==> config.mk <==
export PLATFORM = sky130hd
export DESIGN_NAME = gpio_mmio_port_flat
export DESIGN_NICKNAME = d
export VERILOG_FILES = /design/src/rtl/gpio_mmio_port_if.sv /design/src/rtl/gpio_mmio_port.sv /design/src/flat_wrapper.sv
export SDC_FILE = /design/constraint.sdc
export NUM_CORES = 1
export LEC_CHECK = 0
export CORE_MARGIN = 2
export CORE_UTILIZATION = 55
export CTS_CLUSTER_SIZE = 30
export DETAILED_ROUTE_END_ITERATION = 12
export PLACE_DENSITY_LB_ADDON = 0.2
export SLEW_MARGIN = 20
export SYNTH_ARGS = -nofsm -noshare
export SYNTH_HDL_FRONTEND = slang
export SYNTH_SLANG_ARGS = --single-unit
==> constraint.sdc <==
create_clock -name clk -period 17.8 [get_ports clk]
set_input_delay 3.56 -clock clk [delete_from_list [all_inputs] [get_ports clk]]
set_output_delay 3.56 -clock clk [all_outputs]
set_load 0.01 [all_outputs]
==> src/rtl/gpio_mmio_port_if.sv <==
// gpio_mmio_port_if
// Data-memory bus between the single-cycle RISC-V core (master) and the
// GPIO responder (slave).
//   sel       : chip select decoded from the core's address map
//   mem_write : store strobe, qualified by sel
//   mem_read  : load strobe, qualified by sel
//   addr      : byte offset into the GPIO window (addr[1:0] unused)
//   wdata     : store data
//   rdata     : load data, combinational from the slave
interface gpio_mmio_port_if;
    logic        sel;
    logic        mem_write;
    logic        mem_read;
    logic [4:0]  addr;
    logic [31:0] wdata;
    logic [31:0] rdata;

    modport master (
        output sel,
        output mem_write,
        output mem_read,
        output addr,
        output wdata,
        input  rdata
    );

    modport slave (
        input  sel,
        input  mem_write,
        input  mem_read,
        input  addr,
        input  wdata,
        output rdata
    );
endinterface

==> src/rtl/gpio_mmio_port.sv <==
// gpio_mmio_port
// Memory-mapped GPIO responder for the core's data-memory bus.
//   clk           : single clock, rising edge
//   reset         : asynchronous active-high reset, clears all state
//   bus           : slave side of the data-memory bus (gpio_mmio_port_if)
//   gpio_port_in  : asynchronous external inputs, synchronized internally
//   gpio_port_out : registered outputs (DATA_OUT)
//   irq           : level interrupt, OR of all PENDING bits
// Register map: 0x00 DATA_IN (RO), 0x04 DATA_OUT (RW), 0x08 OUT_SET (WO),
// 0x0C OUT_CLR (WO), 0x10 EDGE_EN (RW), 0x14 PENDING (W1C), 0x18/0x1C
// read as zero and ignore writes.
module gpio_mmio_port #(
    parameter int IN_WIDTH    = 32,
    parameter int OUT_WIDTH   = 8,
    parameter int SYNC_STAGES = 2
) (
    input  logic                 clk,
    input  logic                 reset,
    gpio_mmio_port_if.slave      bus,
    input  logic [IN_WIDTH-1:0]  gpio_port_in,
    output logic [OUT_WIDTH-1:0] gpio_port_out,
    output logic                 irq
);

    // Word index of each register (addr[4:2])
    localparam logic [2:0] REG_DATA_IN  = 3'd0;
    localparam logic [2:0] REG_DATA_OUT = 3'd1;
    localparam logic [2:0] REG_OUT_SET  = 3'd2;
    localparam logic [2:0] REG_OUT_CLR  = 3'd3;
    localparam logic [2:0] REG_EDGE_EN  = 3'd4;
    localparam logic [2:0] REG_PENDING  = 3'd5;

    logic [IN_WIDTH-1:0]  syncChainQ [SYNC_STAGES];
    logic [IN_WIDTH-1:0]  syncPrevQ;
    logic [OUT_WIDTH-1:0] dataOutQ;
    logic [OUT_WIDTH-1:0] dataOutD;
    logic [IN_WIDTH-1:0]  edgeEnQ;
    logic [IN_WIDTH-1:0]  edgeEnD;
    logic [IN_WIDTH-1:0]  pendingQ;
    logic [IN_WIDTH-1:0]  pendingD;
    logic [IN_WIDTH-1:0]  syncVal;
    logic [IN_WIDTH-1:0]  rise;
    logic [IN_WIDTH-1:0]  w1cMask;
    logic                 wrEn;
    logic                 rdEn;
    logic [2:0]           regSel;
    logic                 unusedAddr;

    assign wrEn       = bus.sel & bus.mem_write;
    assign rdEn       = bus.sel & bus.mem_read;
    assign regSel     = bus.addr[4:2];
    assign unusedAddr = ^bus.addr[1:0];

    assign syncVal = syncChainQ[SYNC_STAGES-1];
    assign rise    = syncVal & ~syncPrevQ & edgeEnQ;

    // Synchronizer chain plus one extra flop holding the previous
    // synchronized value for rising-edge detection.
    always_ff @(posedge clk or posedge reset) begin
        if (reset) begin
            for (int i = 0; i < SYNC_STAGES; i++) begin
                syncChainQ[i] <= '0;
            end
            syncPrevQ <= '0;
        end else begin
            syncChainQ[0] <= gpio_port_in;
            for (int i = 1; i < SYNC_STAGES; i++) begin
                syncChainQ[i] <= syncChainQ[i-1];
            end
            syncPrevQ <= syncVal;
        end
    end

    // Store decode. Edge set is OR-ed in after the W1C mask so a rise
    // landing on the same edge as a clear keeps the bit set.
    always_comb begin
        dataOutD = dataOutQ;
        edgeEnD  = edgeEnQ;
        w1cMask  = '0;
        if (wrEn) begin
            case (regSel)
                REG_DATA_OUT: dataOutD = bus.wdata[OUT_WIDTH-1:0];
                REG_OUT_SET:  dataOutD = dataOutQ | bus.wdata[OUT_WIDTH-1:0];
                REG_OUT_CLR:  dataOutD = dataOutQ & ~bus.wdata[OUT_WIDTH-1:0];
                REG_EDGE_EN:  edgeEnD  = bus.wdata[IN_WIDTH-1:0];
                REG_PENDING:  w1cMask  = bus.wdata[IN_WIDTH-1:0];
                default:      ;
            endcase
        end
        pendingD = (pendingQ & ~w1cMask) | rise;
    end

    // Software-visible registers.
    always_ff @(posedge clk or posedge reset) begin
        if (reset) begin
            dataOutQ <= '0;
            edgeEnQ  <= '0;
            pendingQ <= '0;
        end else begin
            dataOutQ <= dataOutD;
            edgeEnQ  <= edgeEnD;
            pendingQ <= pendingD;
        end
    end

    // Zero-latency load path; reads see pre-write state when a load and
    // store coincide.
    always_comb begin
        bus.rdata = '0;
        if (rdEn) begin
            case (regSel)
                REG_DATA_IN:  bus.rdata = 32'(syncVal);
                REG_DATA_OUT: bus.rdata = 32'(dataOutQ);
                REG_EDGE_EN:  bus.rdata = 32'(edgeEnQ);
                REG_PENDING:  bus.rdata = 32'(pendingQ);
                default:      bus.rdata = '0;
            endcase
        end
    end

    assign gpio_port_out = dataOutQ;
    assign irq           = |pendingQ;

endmodule

==> src/flat_wrapper.sv <==
// flat-port wrapper written by rule: the top's interface ports become plain ports
module gpio_mmio_port_flat 
#(
    parameter int IN_WIDTH    = 32,
    parameter int OUT_WIDTH   = 8,
    parameter int SYNC_STAGES = 2
)
  (clk, reset, gpio_port_in, gpio_port_out, irq, bus_sel, bus_mem_write, bus_mem_read, bus_addr, bus_wdata, bus_rdata);
  gpio_mmio_port_if bus_i ();
  input  logic clk;
  input  logic reset;
  input  logic [IN_WIDTH-1:0] gpio_port_in;
  output logic [OUT_WIDTH-1:0] gpio_port_out;
  output logic irq;
  input wire logic [$bits(bus_i.sel)-1:0] bus_sel;
  input wire logic [$bits(bus_i.mem_write)-1:0] bus_mem_write;
  input wire logic [$bits(bus_i.mem_read)-1:0] bus_mem_read;
  input wire logic [$bits(bus_i.addr)-1:0] bus_addr;
  input wire logic [$bits(bus_i.wdata)-1:0] bus_wdata;
  output wire logic [$bits(bus_i.rdata)-1:0] bus_rdata;
  assign bus_i.sel = bus_sel;
  assign bus_i.mem_write = bus_mem_write;
  assign bus_i.mem_read = bus_mem_read;
  assign bus_i.addr = bus_addr;
  assign bus_i.wdata = bus_wdata;
  assign bus_rdata = bus_i.rdata;
  gpio_mmio_port #(.IN_WIDTH(IN_WIDTH), .OUT_WIDTH(OUT_WIDTH), .SYNC_STAGES(SYNC_STAGES)) u_core (.clk(clk), .reset(reset), .bus(bus_i), .gpio_port_in(gpio_port_in), .gpio_port_out(gpio_port_out), .irq(irq));
endmodule
==> reports/qor.yml, run 1 <==
outcome: "finished, violations left"
violations: "design-rule violations"
vdd_ir_drop_max_v: 0.00007110
cts_resized: 0
synth_area_mm2: 0.006540
critPathRequiredTime_ns: 14.24
cts_sinks: 168
routedWlPerCell_um: 18.59
postCtsHoldBufs: 0
initial_core_util_pct: 56.79
clockBufferDepth: 2
p_leak_nw: 3.499
synth_nets: 598
r2r-end: "u_core.edgeEnQ[31]"
reg2regPathDepth: 1
worstPathArrival_ns: 6.05
first_pass_iters: 9
cp_max_fo: 77
worstSetupPathType: "in -> out"
avgSynthCellArea_um2: 12.48
post-cts-setup-buffers: 0
finalSetupViolCount: 0
reg2reg_slack_ns: 17.01
numPortBuffers: 112
vias_per_cell: 5.754
final_common_cell: "dfrtp_1"
synth_top_area_share_pct: 64.28
worst_slew_pin_slew_ns: 0.9639
coreArea_mm2: 0.01152
tns_ns: 0
drv_slew: 0
synth_largest_area_cell: "dfrtp_1"
relSlewSlack_pct: 35.74
clk_pin_slew_worst_paths_ns: 0.06
r2r-start: "u_core.edgeEnQ[31]"
hold_path_depth: 0
grt_pass1_vias: 4757
finClkSkew_ns: 0.005614
yosysSeqAreaShare_pct: 64.28
rsz0062_at_grt: "false"
worst_setup_path_start_kind: "primary input"
die_area_mm2: 0.01278
drc: 6
area_growth_pct: 26.42
cts_htree_levels: 4
layout_common_cells: "dfrtp_1 (168), clkdlybuf4s50_1 (110), nand2_1 (65), o21ai_0 (61), mux2i_1 (40)"
fin_cells: 785
synth.area.top_cells: "dfrtp_1 (64%), mux2i_1 (6.1%), mux2_2 (5.2%), o21ai_0 (4.7%), nand2_1 (3.7%)"
final_nets: 706
gp_congestion: 0.7705
die_y_um: 113.0
cts_tree: "yes"
gr-total-overflow: 0
placed_cells: 755
whs_endpoint: "u_core.syncVal[13]"
antenna_found_initial: 0
root_buffer: "clkbuf_16"
hp-start: "u_core.syncChainQ[45]"
vias: 4517
grt_max_degree: 90
cellPowerDensity_mw_per_mm2: 112.7
hold_violations: 0
clkLatencyLatePin_ns: 0.42
drt_iter0_markers: 259
finalCriticalPeriod_ns: 9.614
num_antenna_cells: 0
ys_types: 33
yosys_warnings: 0
grt_pass1_wl_um: 23890
yosys_register_bits: 168
period_share_pct: 54.01
fmax_ghz: 0.1040
grt_usage_pct: 24.36
io_pins: 115
die_w_um: 113.0
ant_nets: 0
cts_buffers: 17
hpwl_um: 8912
end_kind: "output pin"
drt-total-wl_um: 14590
max_cap_viol_count: 0
core.rowCount: 39
hp-class: "reg -> reg"
drive_above_1_share_pct: 10.75
synthCells: 524
==> cells in the mapped netlist (all sizes together) <==
library cell  instances
a21oi                 8
a2bb2oi              24
and2                  1
and3b                 1
buf                  22
clkbuf                7
dfrtp               168
inv                   9
mux2                 32
mux2i                40
nand2                65
nand2b                2
nand3b                2
nand4                 2
nand4b                1
nor2                 33
nor3                 16
nor4                  8
o21ai                64
o22a                  8
o32ai                 8
or2                   3
==> where the power goes <==
| part | leakage, nW | switching [mW] | internal [mW] |
|---|---|---|---|
| clock network | 0.286 | 0.135 | 0.227 |
| registers | 1.93 | 0.0330 | 0.426 |
| logic | 1.28 | 0.0507 | 0.0607 |
==> logic make-up after synthesis <==
family	synth area share (%)
compound gates	10.87
flops	64.28
mux	11.63
buf+inv	3.807
simple gates	9.413
==> metrics by stage <==
| stage | power, mW | instance area (um^2) | util (%) | setup WS, ns | hold slack (ns) |
|---|---|---|---|---|---|
| 2_1_floorplan | 0.5269 | 6540 | - | 9.693 | 0.3312 |
| 3_3_place_gp | 0.5663 | 7657 | 66.49 | 8.202 | 0.3314 |
| 3_5_place_dp | 0.5753 | 7657 | 66.49 | 8.189 | 0.3347 |
| 4_1_cts | 0.9397 | 8240 | 71.56 | 8.192 | 0.3476 |
| 5_1_grt | 0.9747 | 8268 | 71.79 | 8.009 | 0.3528 |
| 6_report | 0.9321 | 8268 | 71.79 | 8.186 | 0.3457 |
==> routing by layer <==
| metal | vias up | global-route usage (%) | share of wire [%] |
|---|---|---|---|
| met5 | - | 0 | 0 |
| met4 | 0 | 11.30 | 2.4 |
| met3 | 32 | 6.106 | 5.6 |
| met2 | 150 | 38.60 | 50 |
| met1 | 2275 | 32.00 | 42 |
| li1 | 2060 | - | - |
==> worst max-delay path, cell delays in order <==
cell	delay (ns)
buf_2	0.07
buf_4	0.70
and2_0	0.51
buf_4	0.36
a2bb2oi_1	0.11
nor2_1	0.14
clkdlybuf4s50_1	0.57
==> cell type report <==
| cell class | count | area [um^2] |
|---|---|---|
| Clock inverter | 2 | 60.06 |
| Sequential cell | 168 | 4204 |
| Timing Repair Buffer | 118 | 1176 |
| Clock buffer | 27 | 523.0 |
| Tap cell | 143 | 178.9 |
| Multi-Input combinational cell | 318 | 2087 |
| Inverter | 9 | 38.79 |
| Fill cell | 822 | 3248 |
==> worst max path at each step <==
stage                              to        start  slack, ns
finish                  bus_rdata[31]  bus_addr[2]       8.19
global route            bus_rdata[31]  bus_addr[2]       8.01
CTS                     bus_rdata[31]  bus_addr[2]       8.19
detailed placement      bus_rdata[23]  bus_addr[2]       8.19
global placement        bus_rdata[31]  bus_addr[2]       8.20
floorplan           u_core.edgeEnQ[0]        reset       9.69
==> state kept, by name, summed over array words and instances (netlist names) <==
register	count
u_core.pendingQ	32
u_core.syncChainQ	32
u_core.edgeEnQ	32
u_core.gpio_port_out	8
u_core.syncPrevQ	32
u_core.syncVal	32
No activity file was read; power rests on OpenSTA's default activity.
==> inputs of run 2 (changes only) <==
- CORE_UTILIZATION: 55 -> 52
- clock period: 17.8 -> 10.08 ns (I/O delays scaled with it)
==> run 2 against run 1 <==
Effect of this change: the run now ends clean; register-to-register slack got worse by 7.7 ns; sequential power is 77% higher; first-iteration DRC count grew 46%; cell area increased by 1.4%; final cell count is 3.6% higher; die area rose by 5.6%; routed wire length grew 0.93%; critical path depth fell by 1; clock power grew 96%; core utilization is 2.9 points lower; combinational power is 77% higher; largest cell class unchanged.
==> reports/qor.yml, run 2 (synthesized netlist as in run 1, its figures left out) <==
hold_violations: 0  # unchanged
place_ws_ns: 3.274  # -4.916 ns
clkLatencyLatePin_ns: 0.42  # about the same
vias: 4545  # +0.62%
r2r-end: "u_core.gpio_port_out[6]"
finalSetupViolCount: 0  # unchanged
max_cap_viol_count: 0  # unchanged
drc: 0  # -6
finClkSkew_ns: 0.006619  # +0.001005 ns
place_area_mm2: 0.007681  # +0.31%
die_w_um: 116.1  # +2.7%
final_nets: 706  # unchanged
core.rowCount: 40  # +2.6%
total_power_mw: 1.718  # +84%
cts_htree_levels: 4  # unchanged
die_y_um: 116.1  # +2.7%
critPathRequiredTime_ns: 8.06  # -6.18 ns
first_pass_iters: 5  # -4
ant_nets: 0  # unchanged
cts_sinks: 168  # unchanged
fmax_ghz: 0.1562
post-cts-setup-buffers: 0  # unchanged
drt_iter0_markers: 379  # +46%
io_pins: 115  # unchanged
hp-class: "reg -> reg"
end_kind: "output pin"
fin_ws_ns: 3.677  # -4.510 ns
numPortBuffers: 112  # unchanged
num_antenna_cells: 0  # unchanged
finalCriticalPeriod_ns: 6.403
layout_common_cells: "dfrtp_1 (168), clkdlybuf4s50_1 (110), nand2_1 (65), o21ai_0 (61), mux2i_1 (40)"
drt-total-wl_um: 14730  # +0.93%
crit_start: "bus_addr[2]"
worstPathArrival_ns: 4.39  # -1.66 ns
fin_cells: 813  # +3.6%
hpwl_um: 9136  # +2.5%
reg2reg_slack_ns: 9.27  # -7.74 ns
grt_pass1_wl_um: 23490  # -1.7%
worst_setup_path_start_kind: "primary input"
coreArea_mm2: 0.01216  # +5.6%
clockBufferDepth: 2  # unchanged
vdd_ir_drop_max_v: 0.0001587  # +120%
gp_congestion: 0.7712  # about the same
postCtsHoldBufs: 0  # unchanged
drive_above_1_share_pct: 11.78  # +1.0 points
initial_core_util_pct: 53.78  # -3.0 points
cts_buffers: 17  # unchanged
final_common_cell: "dfrtp_1"
p_leak_nw: 3.535  # +1.0%
relSlewSlack_pct: 37.42  # +1.7 points
clk_pin_slew_worst_paths_ns: 0.06  # about the same
r2r-start: "u_core.gpio_port_out[6]"
reg2regPathDepth: 2  # +1
outcome: "completed"
grt_max_degree: 88  # -2.2%
rsz0062_at_grt: "false"
drv_slew: 0  # unchanged
die_area_mm2: 0.01349  # +5.6%
cellPowerDensity_mw_per_mm2: 204.9  # +82%
stdcell_area_mm2: 0.008384  # +1.4%
cts_tree: "yes"
gr-total-overflow: 0  # unchanged
antenna_found_initial: 0  # unchanged
cts_resized: 0  # unchanged
grt_pass1_vias: 4648  # -2.3%
worst_slew_pin_slew_ns: 0.9387  # -0.02523 ns
fill_cells: 874  # +6.3%
tns_ns: 0  # unchanged
final_util_pct: 68.94  # -2.9 points
placed_cells: 779  # +3.2%
period_share_pct: 63.53
cp_max_fo: 77  # unchanged
whs_ns: 0.3469  # +0.001196 ns
root_buffer: "clkbuf_16"
routedWlPerCell_um: 18.11  # -2.6%
worstSetupPathType: "in -> out"
cp-endpoint: "bus_rdata[23]"
vias_per_cell: 5.590  # -2.8%
area_growth_pct: 28.20
grt_usage_pct: 23.29  # -1.1 points
-- run 2: cell types whose count changed in the layout (fill, tap and decap cells not counted), sizes merged --
| cell | change |
|---|---|
| bufinv | +3 |
| clkbuf | -7 |
| clkinv | +5 |
| clkinvlp | +2 |
-- run 2: final cells by class --
cell class	count	area, um^2	share of cell area [%]
tap	168	210.2	2.507
sequential	168	4204	50.14
clock buffer	20	456.7	5.447
inverter	9	38.79	0.4626
multi-input combinational	318	2088	24.91
timing repair buffer	118	1189	14.18
clock inverter	12	197.7	2.358
-- run 2: how the worst min path moves through the flow --
stage	end	start	cells after the start	slack, ns
2_1_floorplan	u_core.syncVal[0]	u_core.syncChainQ[32]	0	0.33
3_3_place_gp	u_core.syncVal[25]	u_core.syncChainQ[57]	0	0.33
3_5_place_dp	u_core.syncVal[0]	u_core.syncChainQ[32]	0	0.33
6_report	u_core.syncVal[11]	u_core.syncChainQ[43]	0	0.35
4_1_cts	u_core.syncVal[0]	u_core.syncChainQ[32]	0	0.35
5_1_grt	u_core.syncVal[10]	u_core.syncChainQ[42]	0	0.35
-- run 2: per-layer routing --
metal | track usage (%) | up-vias | share of wire (%)
met5 | 0 | - | 0
met4 | 9.048 | 0 | 1.5
met3 | 5.916 | 22 | 5.4
met2 | 36.76 | 154 | 49
met1 | 31.51 | 2309 | 44
li1 | - | 2060 | -
-- run 2: power breakdown --
| part | leakage, nW | switching (mW) | internal [mW] | total (mW) |
|---|---|---|---|---|
| registers | 1.93 | 0.0588 | 0.753 | 0.811 |
| clock network | 0.316 | 0.257 | 0.452 | 0.709 |
| logic | 1.29 | 0.0895 | 0.108 | 0.197 |
| total | 3.53 | 0.405 | 1.31 | 1.72 |
-- run 2: worst max-delay path, cell delays in order --
cell,delay (ns)
buf_2,0.08
buf_4,0.71
and2_2,0.68
a2bb2oi_1,0.14
nor2_1,0.17
clkdlybuf4s50_1,0.56
